File: src/rtl/coordinates.sv
// Widths of scan counters and screen coordinates, plus the animator FSM states.
package coordinates;
    localparam int CX  = 10;
    localparam int CY  = 10;
    localparam int SCX = 10;
    localparam int SCY = 9;

    typedef logic [SCX-1:0]         scx_t;
    typedef logic [SCY-1:0]         scy_t;
    typedef logic signed [7:0]      vel_t;
    typedef logic signed [SCX+7:0]  prod_t;

    typedef enum logic [2:0] {
        IDLE,
        MOVE,
        MUL_C,
        MUL_S,
        CORNERS,
        COMMIT
    } state_e;
endpackage

File: src/rtl/vga_c.sv
// Display geometry shared by the VGA timing block and everything drawn on it.
package vga_c;
    localparam int HRES = 640;
    localparam int VRES = 480;
endpackage

File: src/rtl/quad_anim_if.sv
// Scan position in, pause control, and the four registered corners out to the surface.
interface quad_anim_if;
    import coordinates::*;

    logic [CX-1:0] h_count;
    logic [CY-1:0] v_count;
    logic          pause;
    scx_t          pointax, pointbx, pointcx, pointdx;
    scy_t          pointay, pointby, pointcy, pointdy;
    logic          busy;
    logic          frame_done;

    modport master (
        output h_count, v_count, pause,
        input  pointax, pointbx, pointcx, pointdx,
        input  pointay, pointby, pointcy, pointdy,
        input  busy, frame_done
    );

    modport slave (
        input  h_count, v_count, pause,
        output pointax, pointbx, pointcx, pointdx,
        output pointay, pointby, pointcy, pointdy,
        output busy, frame_done
    );
endinterface

File: src/rtl/quad_trig_lut.sv
// 16-step rotation table: round(64*cos) and round(64*sin) of phase*22.5 degrees.
module quad_trig_lut (
    input  logic [3:0]        phase,
    output logic signed [7:0] cos_q,
    output logic signed [7:0] sin_q
);
    // NOTE: both outputs get a default before the case so no path infers a latch.
    always_comb begin
        cos_q = 8'sd0;
        sin_q = 8'sd0;
        case (phase)
            4'd0:  begin cos_q =  8'sd64; sin_q =  8'sd0;  end
            4'd1:  begin cos_q =  8'sd59; sin_q =  8'sd24; end
            4'd2:  begin cos_q =  8'sd45; sin_q =  8'sd45; end
            4'd3:  begin cos_q =  8'sd24; sin_q =  8'sd59; end
            4'd4:  begin cos_q =  8'sd0;  sin_q =  8'sd64; end
            4'd5:  begin cos_q = -8'sd24; sin_q =  8'sd59; end
            4'd6:  begin cos_q = -8'sd45; sin_q =  8'sd45; end
            4'd7:  begin cos_q = -8'sd59; sin_q =  8'sd24; end
            4'd8:  begin cos_q = -8'sd64; sin_q =  8'sd0;  end
            4'd9:  begin cos_q = -8'sd59; sin_q = -8'sd24; end
            4'd10: begin cos_q = -8'sd45; sin_q = -8'sd45; end
            4'd11: begin cos_q = -8'sd24; sin_q = -8'sd59; end
            4'd12: begin cos_q =  8'sd0;  sin_q = -8'sd64; end
            4'd13: begin cos_q =  8'sd24; sin_q = -8'sd59; end
            4'd14: begin cos_q =  8'sd45; sin_q = -8'sd45; end
            default: begin cos_q = 8'sd59; sin_q = -8'sd24; end
        endcase
    end
endmodule

File: src/rtl/quad_anim.sv
// Bouncing, rotating square: once per frame, in vertical blanking, moves the centre,
// steps the rotation phase and recomputes the four corners with one shared multiplier.
module quad_anim #(
    parameter int unsigned HALF = 24,
    parameter int          VX0  = 2,
    parameter int          VY0  = 1
) (
    input  logic        clk,
    input  logic        rst_n,
    quad_anim_if.slave  bus
);
    import vga_c::*;
    import coordinates::*;

    localparam int    M      = int'(HALF) + int'(HALF) / 2;
    localparam prod_t X_MAX  = prod_t'(HRES - 1 - M);
    localparam prod_t Y_MAX  = prod_t'(VRES - 1 - M);
    localparam prod_t LO_LIM = prod_t'(M);
    localparam prod_t HALF_S = prod_t'(HALF);
    localparam scx_t  CX0    = scx_t'(HRES / 2);
    localparam scy_t  CY0    = scy_t'(VRES / 2);
    localparam scx_t  HX     = scx_t'(HALF);
    localparam scy_t  HY     = scy_t'(HALF);

    state_e       state_q;
    scx_t         cx_q, cx_d;
    scy_t         cy_q, cy_d;
    vel_t         vx_q, vx_d, vy_q, vy_d;
    logic [3:0]   phase_q;
    prod_t        p_q, q_q, dx_q, dy_q, dx_d, dy_d;
    prod_t        cxs, cys, nx, ny, mul_op, prod;
    logic signed [7:0] cos_q, sin_q;
    scx_t         pax_q, pbx_q, pcx_q, pdx_q;
    scy_t         pay_q, pby_q, pcy_q, pdy_q;
    logic         busy_q, frame_done_q;
    logic         tick;

    quad_trig_lut u_lut (
        .phase (phase_q),
        .cos_q (cos_q),
        .sin_q (sin_q)
    );

    // First line of vertical blanking, once per frame.
    assign tick = (bus.h_count == '0) && (bus.v_count == CY'(VRES));

    always_comb begin
        cxs  = prod_t'(cx_q);
        cys  = prod_t'(cy_q);
        nx   = cxs + prod_t'(vx_q);
        ny   = cys + prod_t'(vy_q);
        cx_d = scx_t'(nx);
        vx_d = vx_q;
        cy_d = scy_t'(ny);
        vy_d = vy_q;
        if (nx > X_MAX) begin
            cx_d = scx_t'(X_MAX);
            vx_d = -vx_q;
        end else if (nx < LO_LIM) begin
            cx_d = scx_t'(LO_LIM);
            vx_d = -vx_q;
        end
        if (ny > Y_MAX) begin
            cy_d = scy_t'(Y_MAX);
            vy_d = -vy_q;
        end else if (ny < LO_LIM) begin
            cy_d = scy_t'(LO_LIM);
            vy_d = -vy_q;
        end
        mul_op = (state_q == MUL_C) ? prod_t'(cos_q) : prod_t'(sin_q);
        prod   = HALF_S * mul_op;
        dx_d   = (q_q - p_q) >>> 6;
        dy_d   = (-q_q - p_q) >>> 6;
    end

    // NOTE: every register here uses <= so all of them sample pre-edge values.
    always_ff @(posedge clk or negedge rst_n) begin
        if (!rst_n) begin
            state_q      <= IDLE;
            busy_q       <= 1'b0;
            frame_done_q <= 1'b0;
            cx_q         <= CX0;
            cy_q         <= CY0;
            vx_q         <= vel_t'(VX0);
            vy_q         <= vel_t'(VY0);
            phase_q      <= 4'd0;
            p_q          <= '0;
            q_q          <= '0;
            dx_q         <= '0;
            dy_q         <= '0;
            pax_q        <= CX0 - HX;  pay_q <= CY0 - HY;
            pbx_q        <= CX0 - HX;  pby_q <= CY0 + HY;
            pcx_q        <= CX0 + HX;  pcy_q <= CY0 + HY;
            pdx_q        <= CX0 + HX;  pdy_q <= CY0 - HY;
        end else begin
            frame_done_q <= 1'b0;
            // pause stalls the sequence wherever it is, so nothing commits while it is high.
            if (!bus.pause) begin
                case (state_q)
                    IDLE: if (tick) begin
                        state_q <= MOVE;
                        busy_q  <= 1'b1;
                    end
                    MOVE: begin
                        cx_q    <= cx_d;
                        cy_q    <= cy_d;
                        vx_q    <= vx_d;
                        vy_q    <= vy_d;
                        phase_q <= phase_q + 4'd1;
                        state_q <= MUL_C;
                    end
                    MUL_C: begin
                        p_q     <= prod;
                        state_q <= MUL_S;
                    end
                    MUL_S: begin
                        q_q     <= prod;
                        state_q <= CORNERS;
                    end
                    CORNERS: begin
                        dx_q    <= dx_d;
                        dy_q    <= dy_d;
                        state_q <= COMMIT;
                    end
                    COMMIT: begin
                        pax_q        <= scx_t'(cxs + dx_q);
                        pay_q        <= scy_t'(cys + dy_q);
                        pbx_q        <= scx_t'(cxs + dy_q);
                        pby_q        <= scy_t'(cys - dx_q);
                        pcx_q        <= scx_t'(cxs - dx_q);
                        pcy_q        <= scy_t'(cys - dy_q);
                        pdx_q        <= scx_t'(cxs - dy_q);
                        pdy_q        <= scy_t'(cys + dx_q);
                        frame_done_q <= 1'b1;
                        busy_q       <= 1'b0;
                        state_q      <= IDLE;
                    end
                    default: state_q <= IDLE;
                endcase
            end
        end
    end

    assign bus.pointax    = pax_q;
    assign bus.pointay    = pay_q;
    assign bus.pointbx    = pbx_q;
    assign bus.pointby    = pby_q;
    assign bus.pointcx    = pcx_q;
    assign bus.pointcy    = pcy_q;
    assign bus.pointdx    = pdx_q;
    assign bus.pointdy    = pdy_q;
    assign bus.busy       = busy_q;
    assign bus.frame_done = frame_done_q;
endmodule

File: src/flat_wrapper.sv
// flat-port wrapper written by rule: the top's interface ports become plain ports
module quad_anim_flat import vga_c::*; import coordinates::*;
#(
    parameter int unsigned HALF = 24,
    parameter int          VX0  = 2,
    parameter int          VY0  = 1
)
  (clk, rst_n, bus_h_count, bus_v_count, bus_pause, bus_pointax, bus_pointbx, bus_pointcx, bus_pointdx, bus_pointay, bus_pointby, bus_pointcy, bus_pointdy, bus_busy, bus_frame_done);
  quad_anim_if bus_i ();
  input  logic clk;
  input  logic rst_n;
  input wire logic [$bits(bus_i.h_count)-1:0] bus_h_count;
  input wire logic [$bits(bus_i.v_count)-1:0] bus_v_count;
  input wire logic [$bits(bus_i.pause)-1:0] bus_pause;
  output wire logic [$bits(bus_i.pointax)-1:0] bus_pointax;
  output wire logic [$bits(bus_i.pointbx)-1:0] bus_pointbx;
  output wire logic [$bits(bus_i.pointcx)-1:0] bus_pointcx;
  output wire logic [$bits(bus_i.pointdx)-1:0] bus_pointdx;
  output wire logic [$bits(bus_i.pointay)-1:0] bus_pointay;
  output wire logic [$bits(bus_i.pointby)-1:0] bus_pointby;
  output wire logic [$bits(bus_i.pointcy)-1:0] bus_pointcy;
  output wire logic [$bits(bus_i.pointdy)-1:0] bus_pointdy;
  output wire logic [$bits(bus_i.busy)-1:0] bus_busy;
  output wire logic [$bits(bus_i.frame_done)-1:0] bus_frame_done;
  assign bus_i.h_count = bus_h_count;
  assign bus_i.v_count = bus_v_count;
  assign bus_i.pause = bus_pause;
  assign bus_pointax = bus_i.pointax;
  assign bus_pointbx = bus_i.pointbx;
  assign bus_pointcx = bus_i.pointcx;
  assign bus_pointdx = bus_i.pointdx;
  assign bus_pointay = bus_i.pointay;
  assign bus_pointby = bus_i.pointby;
  assign bus_pointcy = bus_i.pointcy;
  assign bus_pointdy = bus_i.pointdy;
  assign bus_busy = bus_i.busy;
  assign bus_frame_done = bus_i.frame_done;
  quad_anim #(.HALF(HALF), .VX0(VX0), .VY0(VY0)) u_core (.clk(clk), .rst_n(rst_n), .bus(bus_i));
endmodule
File: config.mk
export PLATFORM = sky130hd
export DESIGN_NAME = quad_anim_flat
export DESIGN_NICKNAME = d
export VERILOG_FILES = /design/src/rtl/coordinates.sv /design/src/rtl/vga_c.sv /design/src/rtl/quad_anim_if.sv /design/src/rtl/quad_trig_lut.sv /design/src/rtl/quad_anim.sv /design/src/flat_wrapper.sv
export SDC_FILE = /design/constraint.sdc
export NUM_CORES = 1
export LEC_CHECK = 0
export CAP_MARGIN = 20
export CORE_UTILIZATION = 55
export CTS_BUF_LIST = sky130_fd_sc_hd__clkbuf_16
export DETAILED_ROUTE_END_ITERATION = 7
export PLACE_DENSITY = 0.77
export RECOVER_POWER = 100
export SLEW_MARGIN = 20
export SYNTH_ARGS = -nofsm -noshare
export SYNTH_HDL_FRONTEND = slang
export SYNTH_SLANG_ARGS = --single-unit
File: constraint.sdc
create_clock -name clk -period 7.1 [get_ports clk]
set_input_delay 1.42 -clock clk [delete_from_list [all_inputs] [get_ports clk]]
set_output_delay 1.42 -clock clk [all_outputs]
set_load 0.03 [all_outputs]
; After elaboration in Yosys (flattened, before gate mapping)
; Memory sizes are Yosys's and may differ from the RTL's.
; Cells that the tools add are included.
[op_classes]
eq_ne = 7
n_div = 0
n_reduce_logical = 15
addsub = 16
mux = 15
n_shift = 0
n_bitwise = 1
magnitude_cmp = 4
mul = 1
[op_table]
columns = cell, count
row1 = "18-bit by 7-bit < comparator with 1-bit output, second input constant", 2
row2 = 8-bit two-way mux, 4
row3 = 16-bit subtractor, 2
row4 = 10-bit adder, 2
row5 = 10-bit two-way mux, 2
row6 = 10-bit subtractor, 2
row7 = 9-bit adder, 2
row8 = "18-bit by 10-bit greater-than comparator with 1-bit output, second input constant", 1
row9 = "18-bit by 11-bit greater-than comparator with 1-bit output, second input constant", 1
row10 = "3-bit by 18-bit multiplier with 13-bit output, first input constant", 1
row11 = 18-bit two-way mux, 1
row12 = 9-bit two-way mux, 2
row13 = 9-bit subtractor, 2
row14 = 16-bit negator, 1
row15 = 8-bit negator, 2
row16 = 3-bit case mux with 5 select lines, 1
row17 = 11-bit by 8-bit adder with 12-bit output, 1
row18 = 2-bit AND reduction, 6
row19 = 10-bit by 8-bit adder with 11-bit output, 1
row20 = "10-bit by 9-bit == test with 1-bit output, second input constant", 1
row21 = 10-bit zero test, 1
row22 = 3-bit AND reduction, 3
row23 = "3-bit by 2-bit == test with 1-bit output, second input constant", 2
row24 = "3-bit == test, second input constant", 2
row25 = 10 further kinds, 14
[totals]
ram_bits = 0
mem_count = 1
out_inout_bits = 78
latchBits = 0
wordCells = 80
rom_bits = 256
register_bits = 166
inputBits = 23
[memory_table]
columns = name, depth, width, read_ports, rd_ports_with_merged_regs, wr, line_no
row1 = (name not given), 16, 16, 1, 0, 0, quad_trig_lut.sv:11  ; case (phase)

; Longest topological paths before layout
; Gate-level depths: netlist of run 1.
[depth]
ltp_word = 4
ltp_mapped = 18
depth_no_buf = 18

; By module
; A second synthesis of run 1 with hierarchy kept.
[unflattened]
hier_cells = 1303
hier_area_um2 = 11753.8
[modules_own_cells]
columns = mod, instances, seq_area_each_um2, area_each_um2, cells_each
row1 = quad_anim, 1, 4018.9, 11363.4, 1258
row2 = quad_trig_lut, 1, 0.0, 390.4, 45

; Worst setup path after synthesis of run 1
; Ideal clock, no wire load.
[synth_path]
path_type = reg-to-reg
from = register u_core.state_q[2]
to = register u_core.q_q[13]
t_required_ns = 6.968
stages_incl_launch_ff = 19
path_buffers = 0
t_arrival_ns = 3.405
setup_time_ns = 0.132
setup_slack_ns = 3.563
period_less_slack_ns = 3.537
path_cell_list = dfrtp_1 nand2b_1 nor2_1 nor2_1 o21bai_1 a21oi_1 a21oi_1 a21oi_1 ha_1 ha_1 fa_1 a21o_1 a21oi_1 nor2b_1 o21ai_0 nand2b_1 nand2_1 xor2_1 o21ai_0
[synth_via]
elab_chain_len = 3
word_cells_on_any_way = 5
cone_classes = mul (1) / eq/ne (2) / mux (1) / reduce/logical (1)
[synth_rtl]
columns = element, line_no
row1 = from (decl), quad_anim.sv:25  ; state_e state_q;
row2 = from (signal assigned), quad_anim.sv:79  ; state_q <= IDLE;
row3 = from (signal assigned), quad_anim.sv:101  ; state_q <= MOVE;
row4 = from (signal assigned), quad_anim.sv:110  ; state_q <= MUL_C;
row5 = 3-bit by 2-bit == test with 1-bit output, quad_anim.sv:70  ; mul_op = (state_q == MUL_C) ? prod_t'(cos_q) : prod_t'(sin_q);
row6 = 18-bit two-way mux, quad_anim.sv:70
row7 = 3-bit by 18-bit multiplier with 13-bit output, quad_anim.sv:71  ; prod = HALF_S * mul_op;
row8 = to (signal assigned), quad_anim.sv:117  ; q_q <= prod;
row9 = to (decl), quad_anim.sv:30  ; prod_t p_q, q_q, dx_q, dy_q, dx_d, dy_d;
; Parallel ways exist; a longest one is shown, timed or not.
; A chain may end at the register's enable or synchronous reset.

; Final worst setup path of run 1
[layout_path]
from = input bus_pause
to = register u_core.pcy_q[7] (netlist: u_core.bus.pointcy[7])
[layout_via]
elab_chain_len = 2
[layout_rtl]
columns = element, line_no
row1 = from (decl), flat_wrapper.sv:14  ; input wire logic [$bits(bus_i.pause)-1:0] bus_pause;
row2 = 1-bit inverter (no line), n/a
row3 = 2-bit AND reduction (no line), n/a
row4 = to (signal assigned), quad_anim.sv:93  ; pcx_q <= CX0 + HX; pcy_q <= CY0 + HY;
row5 = to (signal assigned), quad_anim.sv:131  ; pcy_q <= scy_t'(cys - dy_q);
row6 = to (decl), quad_anim.sv:34  ; scy_t pay_q, pby_q, pcy_q, pdy_q;
; Every way passes these cells.

==> results of run 1 <==
==> routing by layer <==
| layer | GRT usage (%) | wire (um) | vias up |
|---|---|---|---|
| met5 | 0 | 0 | - |
| met4 | 10.6 | 885 | 0 |
| met3 | 3.42 | 997 | 55 |
| met2 | 42.6 | 12400 | 210 |
| met1 | 34.2 | 12200 | 4348 |
| li1 | - | - | 4598 |
==> cell type report <==
| class | count | area [um2] |
|---|---|---|
| Clock inverter | 15 | 219 |
| Timing Repair Buffer | 104 | 1040 |
| Fill cell | 1680 | 7100 |
| Sequential cell | 159 | 4020 |
| Multi-Input combinational cell | 971 | 6870 |
| Tap cell | 270 | 338 |
| Inverter | 113 | 424 |
| Clock buffer | 17 | 425 |
==> cells by family (layout without fill, tap and decap cells) <==
family	count (synthesis)	after routing	synth area share [%]
compound gates	364	364	19.8
simple gates	345	345	13.8
flops	159	159	34.8
buf+inv	159	249	5.65
fa+ha+maj	153	153	17.3
xor+xnor	95	95	7.39
mux	14	14	1.35
==> state kept, by name, summed over array words and instances, names as in the netlist, 10 cells and up <==
register	cells
u_core.dx_q	10
u_core.q_q	13
u_core.bus.pointcx	10
u_core.p_q	13
u_core.bus.pointdx	10
u_core.cx_q	10
u_core.dy_q	10
==> stage by stage <==
stage / worst slack [ps] / std cells / cell area, um2 / utilization (%)
floorplan: 3560 / 1289 / 11600 / -
global placement: 2930 / 1615 / 12700 / 62.1
detailed placement: 2840 / 1615 / 12700 / 62.1
CTS: 2880 / 1647 / 13300 / 65.3
global route: 1320 / 1649 / 13300 / 65.3
finish: 1850 / 1649 / 13300 / 65.3
==> layout by cell type, fill, tap and decap left out, drive strengths merged, types with 11 or more instances in the layout <==
cell,Yosys,routed
clkdlybuf4s50,0,19
nand2,165,165
nor3,25,25
dlygate4sd3,0,80
or3,13,13
and3,14,14
xnor2,76,76
o21bai,19,19
a21oi,70,70
o31ai,31,31
nor2,66,66
dfrtp,127,127
dfstp,32,32
mux2i,11,11
inv,113,121
fa,11,11
o21a,13,13
o21ai,159,159
xor2,19,19
clkbuf,38,19
nand2b,11,11
nor2b,16,16
ha,141,141
==> how the worst max path moves through the flow <==
stage / start / cells past startpoint / slack, ps / end
after floorplan: u_core.state_q[2] / 18 / 3560 / u_core.q_q[13]
after global placement: bus_pause / 7 / 2930 / u_core.bus.pointby[8]
after detailed placement: bus_pause / 7 / 2840 / u_core.bus.pointcy[8]
after CTS: u_core.state_q[2] / 18 / 2880 / u_core.q_q[15]
after global routing: rst_n / 1 / 1320 / u_core.vx_q[7]
final: bus_pause / 7 / 1850 / u_core.bus.pointcy[7]
==> worst min-delay path, cell delays in order (launching register included) <==
cell and delay (ps):
sky130_fd_sc_hd__dfstp_2 370, sky130_fd_sc_hd__nand2_1 40, sky130_fd_sc_hd__o21ai_0 60
==> parameters.txt, run 1 <==
Parameter                              Value

Placement
  Port Buffer Count ... 100
  GPL Wtd Cong ... 0.877
  HPWL Detailed ... 20200 um

GRT
  First-pass GRT wire length ... 44500 um
  Number of antenna violations at the first check in global routing ... 0
  Total Routing Usage GR ... 25.7%
  Via count of the first global-routing pass ... 9075
  Total congestion overflow after global routing ... 0
  Largest net degree at the start of global routing ... 93

Routing
  DRC violations left ... 0
  DRT iter0 DRCs ... 445
  Detailed-route via count ... 9211
  Sum of routed wire length over all layers ... 26500 um
  First drt pass iteration count ... 5
  Drt via density ... 5.59
  Post-route ant nets ... 0
  WL per Instance ... 16.1 um

Synth
  Yosys reg bits ... 159
  Area fraction of the dominant cell type after synthesis ... 27.5%
  Summed instance area of the synthesized netlist ... 0.0116 mm2
  Cell count after synthesis ... 1289
  Sequential fraction of the synthesis area ... 34.8%
  Leading cell type by number of instances after synthesis ... sky130_fd_sc_hd__nand2_1
  Dominant cells by area after synthesis ... sky130_fd_sc_hd__dfrtp_1 27%, sky130_fd_sc_hd__ha_1 15%, sky130_fd_sc_hd__dfstp_2 7.3%
  Ys flop type ... sky130_fd_sc_hd__dfrtp_1
  Unique masters post-synth ... 87
  Mean Syn Cell Area ... 8.97 um2
  FFs w/ async S/R, synth ... 100%
  Post-synth top area cell ... sky130_fd_sc_hd__dfrtp_1
  Top post-synthesis cells by count ... 164 x sky130_fd_sc_hd__nand2_1, 152 x sky130_fd_sc_hd__o21ai_0, 141 x sky130_fd_sc_hd__ha_1
  Synth warn ... 0
  Number of enable-type register cells in the synthesized netlist ... 0
  Net count of the mapped netlist ... 1464

Clocking
  Clock buffer depth ... 2
  TritonCTS clock tree ... built
  Total setup buffers inserted after CTS ... 0
  Clk_lat worst skew ... 440 ps
  CTS H-tree depth ... 4
  CTS buffer count ... 17
  CTS Sinks ... 159
  CTS Root Cell ... sky130_fd_sc_hd__clkbuf_16
  CTS resizes ... 0
  Worst-path clk slew ... 70 ps
  Hold buffer count at cts ... 0

Timing
  Worst-case headroom to the max-slew limit ... -186%
  Number of max-slew violations in the final report ... 193
  Final sum of negative setup slack ... 0 ps
  Worst slew pin tran ... 4290 ps
  Final Hold Viols ... 0
  Tcrit/Tclk final ... 73.9%
  Skew final ... 15.2 ps
  Worst Hold Slack ... 474 ps
  Setup Viol. Count Final ... 0
  Minimum clock period after layout ... 5250 ps
  RSZ-0062 raised after global routing ... no
  Maximum clock rate ... 191 MHz

Critical path
  WP data required ... 7420 ps
  Reg-to-Reg End ... u_core.q_q[15]
  Cells along the critical path ... dlygate4sd3_1 > nand2b_1 > or3b_1 > inv_1 > and3_1 > a21oi_1 > nand2_1
  Worst Path Arrival ... 5560 ps
  Slowest cell on the critical path ... sky130_fd_sc_hd__or3b_1
  Reg-to-reg slack, setup ... 2890 ps
  Reg2reg start ... u_core.state_q[2]
  Crit path buffers/inverters ... 2
  Biggest fanout along the worst timing path ... 92
  Endpoint type of the worst setup path ... flop
  Worst setup path category ... in -> reg
  Max stage delay on crit path ... 1940 ps
  Kind of launch point of the worst setup path ... input port
  Path depth of the worst reg2reg path ... 18
  Kind of cell adding the most delay to the critical path ... simple AND/OR/NAND/NOR gates

Finish
  Synthesis-to-finish area growth ... 15.3%
  Final net count ... 1541
  N_diodes ... 0
  Fraction of final layout cells sized beyond drive strength 1 ... 7.32%

Min path
  Min-delay src ... u_core.bus.pointbx[3]
  Cell count of the worst hold path ... 2
  Worst-case hold path end point ... u_core.bus.pointbx[3]
  Tightest Hold Check Type ... reg -> reg

Floorplanning
  Floorplan core area ... 0.0204 mm2
  Starting density of the core ... 56.6%
  Horizontal die dimension ... 147 um
  Number of rows created at floorplan ... 52
  I/O pin count ... 101
  Vertical die dimension ... 147 um
  Die Area ... 0.0216 mm2

Outcome
  Run status ... finished with violations
  Violated checks ... capacitance limit, slew limit

Run
  Max cap viols ... 3
Power of run 1 is not shown: default switching activity piles up to over one toggle a cycle in this logic, so the estimate is an artifact.
==> inputs of run 2 (changes only) <==
Settings changed: CORE_UTILIZATION 55 to 54, PLACE_DENSITY 0.77 to 0.78.
Clock period 7.1 ns to 4.4 ns, I/O delays scaled along.
==> run 2 against run 1 <==
  * Global-route usage fell by 0.67 points
  * Largest cell class unchanged
  * Die area up 1.8%
  * Final cell count is 0.42% higher
  * The run ends with DRC, capacitance limit, slew limit left
  * Sequential share of layout area is 0.11 points higher
  * First-iteration DRC count grew 8.5%
==> parameters.txt, run 2 (synthesis gave the netlist of run 1 again) <==
Parameter                              Value

Placement
  HPWL Detailed ... 20200 um
  GPL Wtd Cong ... 0.926
  Port Buffer Count ... 100

Finish
  Biggest registers after layout ... u_core.p_q: 13 flops, u_core.q_q: 13 flops
  Final net count ... 1543
  N_diodes ... 0
  Most frequent cells in the layout ... 165 x sky130_fd_sc_hd__nand2_1, 155 x sky130_fd_sc_hd__o21ai_0, 141 x sky130_fd_sc_hd__ha_1, 127 x sky130_fd_sc_hd__dfrtp_1, 114 x sky130_fd_sc_hd__inv_1
  Count of fill cells added during filler insertion ... 1767
  Area of the multi-input gates ... 0.00684 mm2
  Fraction of final layout cells sized beyond drive strength 1 ... 7.02%
  Register area ... 0.00402 mm2
  Synthesis-to-finish area growth ... 14.9%
  Most common cell after layout, fill and taps aside ... sky130_fd_sc_hd__nand2_1

Timing
  Final sum of negative setup slack ... 0 ps
  Maximum clock rate ... 255 MHz
  RSZ-0062 raised after global routing ... no
  Setup Viol. Count Final ... 0
  Worst slew pin tran ... 2360 ps
  Skew final ... 13.7 ps
  Worst-case headroom to the max-slew limit ... -57.6%
  Final Hold Viols ... 0
  Number of max-slew violations in the final report ... 97
  Minimum clock period after layout ... 3920 ps
  Tcrit/Tclk final ... 89.2%

Routing
  Sum of routed wire length over all layers ... 26600 um
  Post-route ant nets ... 0
  DRC violations left ... 1
  First drt pass iteration count ... 7
  Detailed-route via count ... 9298
  WL per Instance ... 16.1 um
  DRT iter0 DRCs ... 483
  Drt via density ... 5.61

Run
  Max cap viols ... 1

Critical path
  Endpoint type of the worst setup path ... flop
  WP data required ... 4700 ps
  Worst setup path category ... reg -> reg
  Biggest fanout along the worst timing path ... 12
  Worst Path Arrival ... 4220 ps
  Kind of launch point of the worst setup path ... flop
  Path depth of the worst reg2reg path ... 18

Clocking
  TritonCTS clock tree ... built
  CTS Root Cell ... sky130_fd_sc_hd__clkbuf_16
  Clk_lat worst skew ... 440 ps
  Total setup buffers inserted after CTS ... 0
  CTS buffer count ... 17
  Clock buffer depth ... 2
  CTS Sinks ... 159
  Hold buffer count at cts ... 0
  CTS H-tree depth ... 4
  Worst-path clk slew ... 70 ps
  CTS resizes ... 0

Outcome
  Run status ... finished with violations
  Violated checks ... DRC, capacitance limit, slew limit

Floorplanning
  Floorplan core area ... 0.0210 mm2
  Number of rows created at floorplan ... 53
  Starting density of the core ... 55.0%
  Die Area ... 0.0220 mm2
  I/O pin count ... 101
  Vertical die dimension ... 148 um
  Horizontal die dimension ... 148 um

GRT
  Largest net degree at the start of global routing ... 98
  Number of antenna violations at the first check in global routing ... 0
  Total congestion overflow after global routing ... 0
  Via count of the first global-routing pass ... 8949
  First-pass GRT wire length ... 43600 um
  Total Routing Usage GR ... 25.1%

Min path
  Tightest Hold Check Type ... reg -> reg
  Cell count of the worst hold path ... 2
==> run 2: cell types whose count changed in the layout (fill, tap and decap cells not counted), moves of 2 or more <==
cell,previous run,this run
sky130_fd_sc_hd__clkbuf_2,0,2
sky130_fd_sc_hd__clkinvlp_4,1,3
sky130_fd_sc_hd__o21ai_0,153,155
sky130_fd_sc_hd__o21ai_1,5,3
==> run 2: worst paths after layout <==
path | endpoint | start | slack [ps]
setup / recovery | u_core.q_q[12] | u_core.state_q[2] | 480
hold / removal | u_core.bus.pointax[3] | u_core.bus.pointax[3] | 470
setup reg to reg | u_core.q_q[12] | u_core.state_q[2] | 480
hold reg to reg | u_core.bus.pointax[3] | u_core.bus.pointax[3] | 470
max in group asynchronous | u_core.dy_q[5] | rst_n | 1860
min in group asynchronous | u_core.bus.pointcy[1] | rst_n | 1150
==> run 2: final cells by class <==
type	count	area share, %
Tap cell	275	2.59
Inverter	113	3.19
Sequential cell	159	30.3
Multi-Input combinational cell	971	51.5
Clock buffer	17	3.20
Clock inverter	15	1.46
Timing Repair Buffer	106	7.83
==> run 2: through the flow <==
stage / worst slack [ps] / std cells / instance area (um2) / hold WS, ps / util (%)
5_1_grt: 23.3 / 1656 / 13300 / 497 / 63.2
3_5_place_dp: 588 / 1624 / 12800 / 469 / 60.7
6_report: 477 / 1656 / 13300 / 472 / 63.2
4_1_cts: 454 / 1656 / 13400 / 479 / 63.6
3_3_place_gp: 652 / 1624 / 12800 / 462 / 60.7
2_1_floorplan: 863 / 1289 / 11600 / 450 / -
==> run 2: critical path, cell delays in order, from the launching register on <==
cell and delay, ps:
sky130_fd_sc_hd__dfrtp_1 490, sky130_fd_sc_hd__nand2b_1 250, sky130_fd_sc_hd__nor2_1 130, sky130_fd_sc_hd__buf_4 170
sky130_fd_sc_hd__nor2_1 60, sky130_fd_sc_hd__o21bai_1 150, sky130_fd_sc_hd__a21oi_1 190, sky130_fd_sc_hd__a21oi_1 90
sky130_fd_sc_hd__a21oi_1 200, sky130_fd_sc_hd__ha_1 300, sky130_fd_sc_hd__ha_1 310, sky130_fd_sc_hd__a21o_1 160
sky130_fd_sc_hd__a21oi_1 220, sky130_fd_sc_hd__o21bai_1 90, sky130_fd_sc_hd__a21oi_1 240, sky130_fd_sc_hd__nor2b_1 70
sky130_fd_sc_hd__o21ai_0 270, sky130_fd_sc_hd__xor2_1 240, sky130_fd_sc_hd__o21ai_0 150
==> run 2: per-layer routing <==
metal	GRT usage [%]	share of wire (%)
met1	32.1	45
met2	41.8	47
met3	3.44	3.7
met4	12.1	4.3
met5	0	0
Power of run 2 is left out for the same reason.
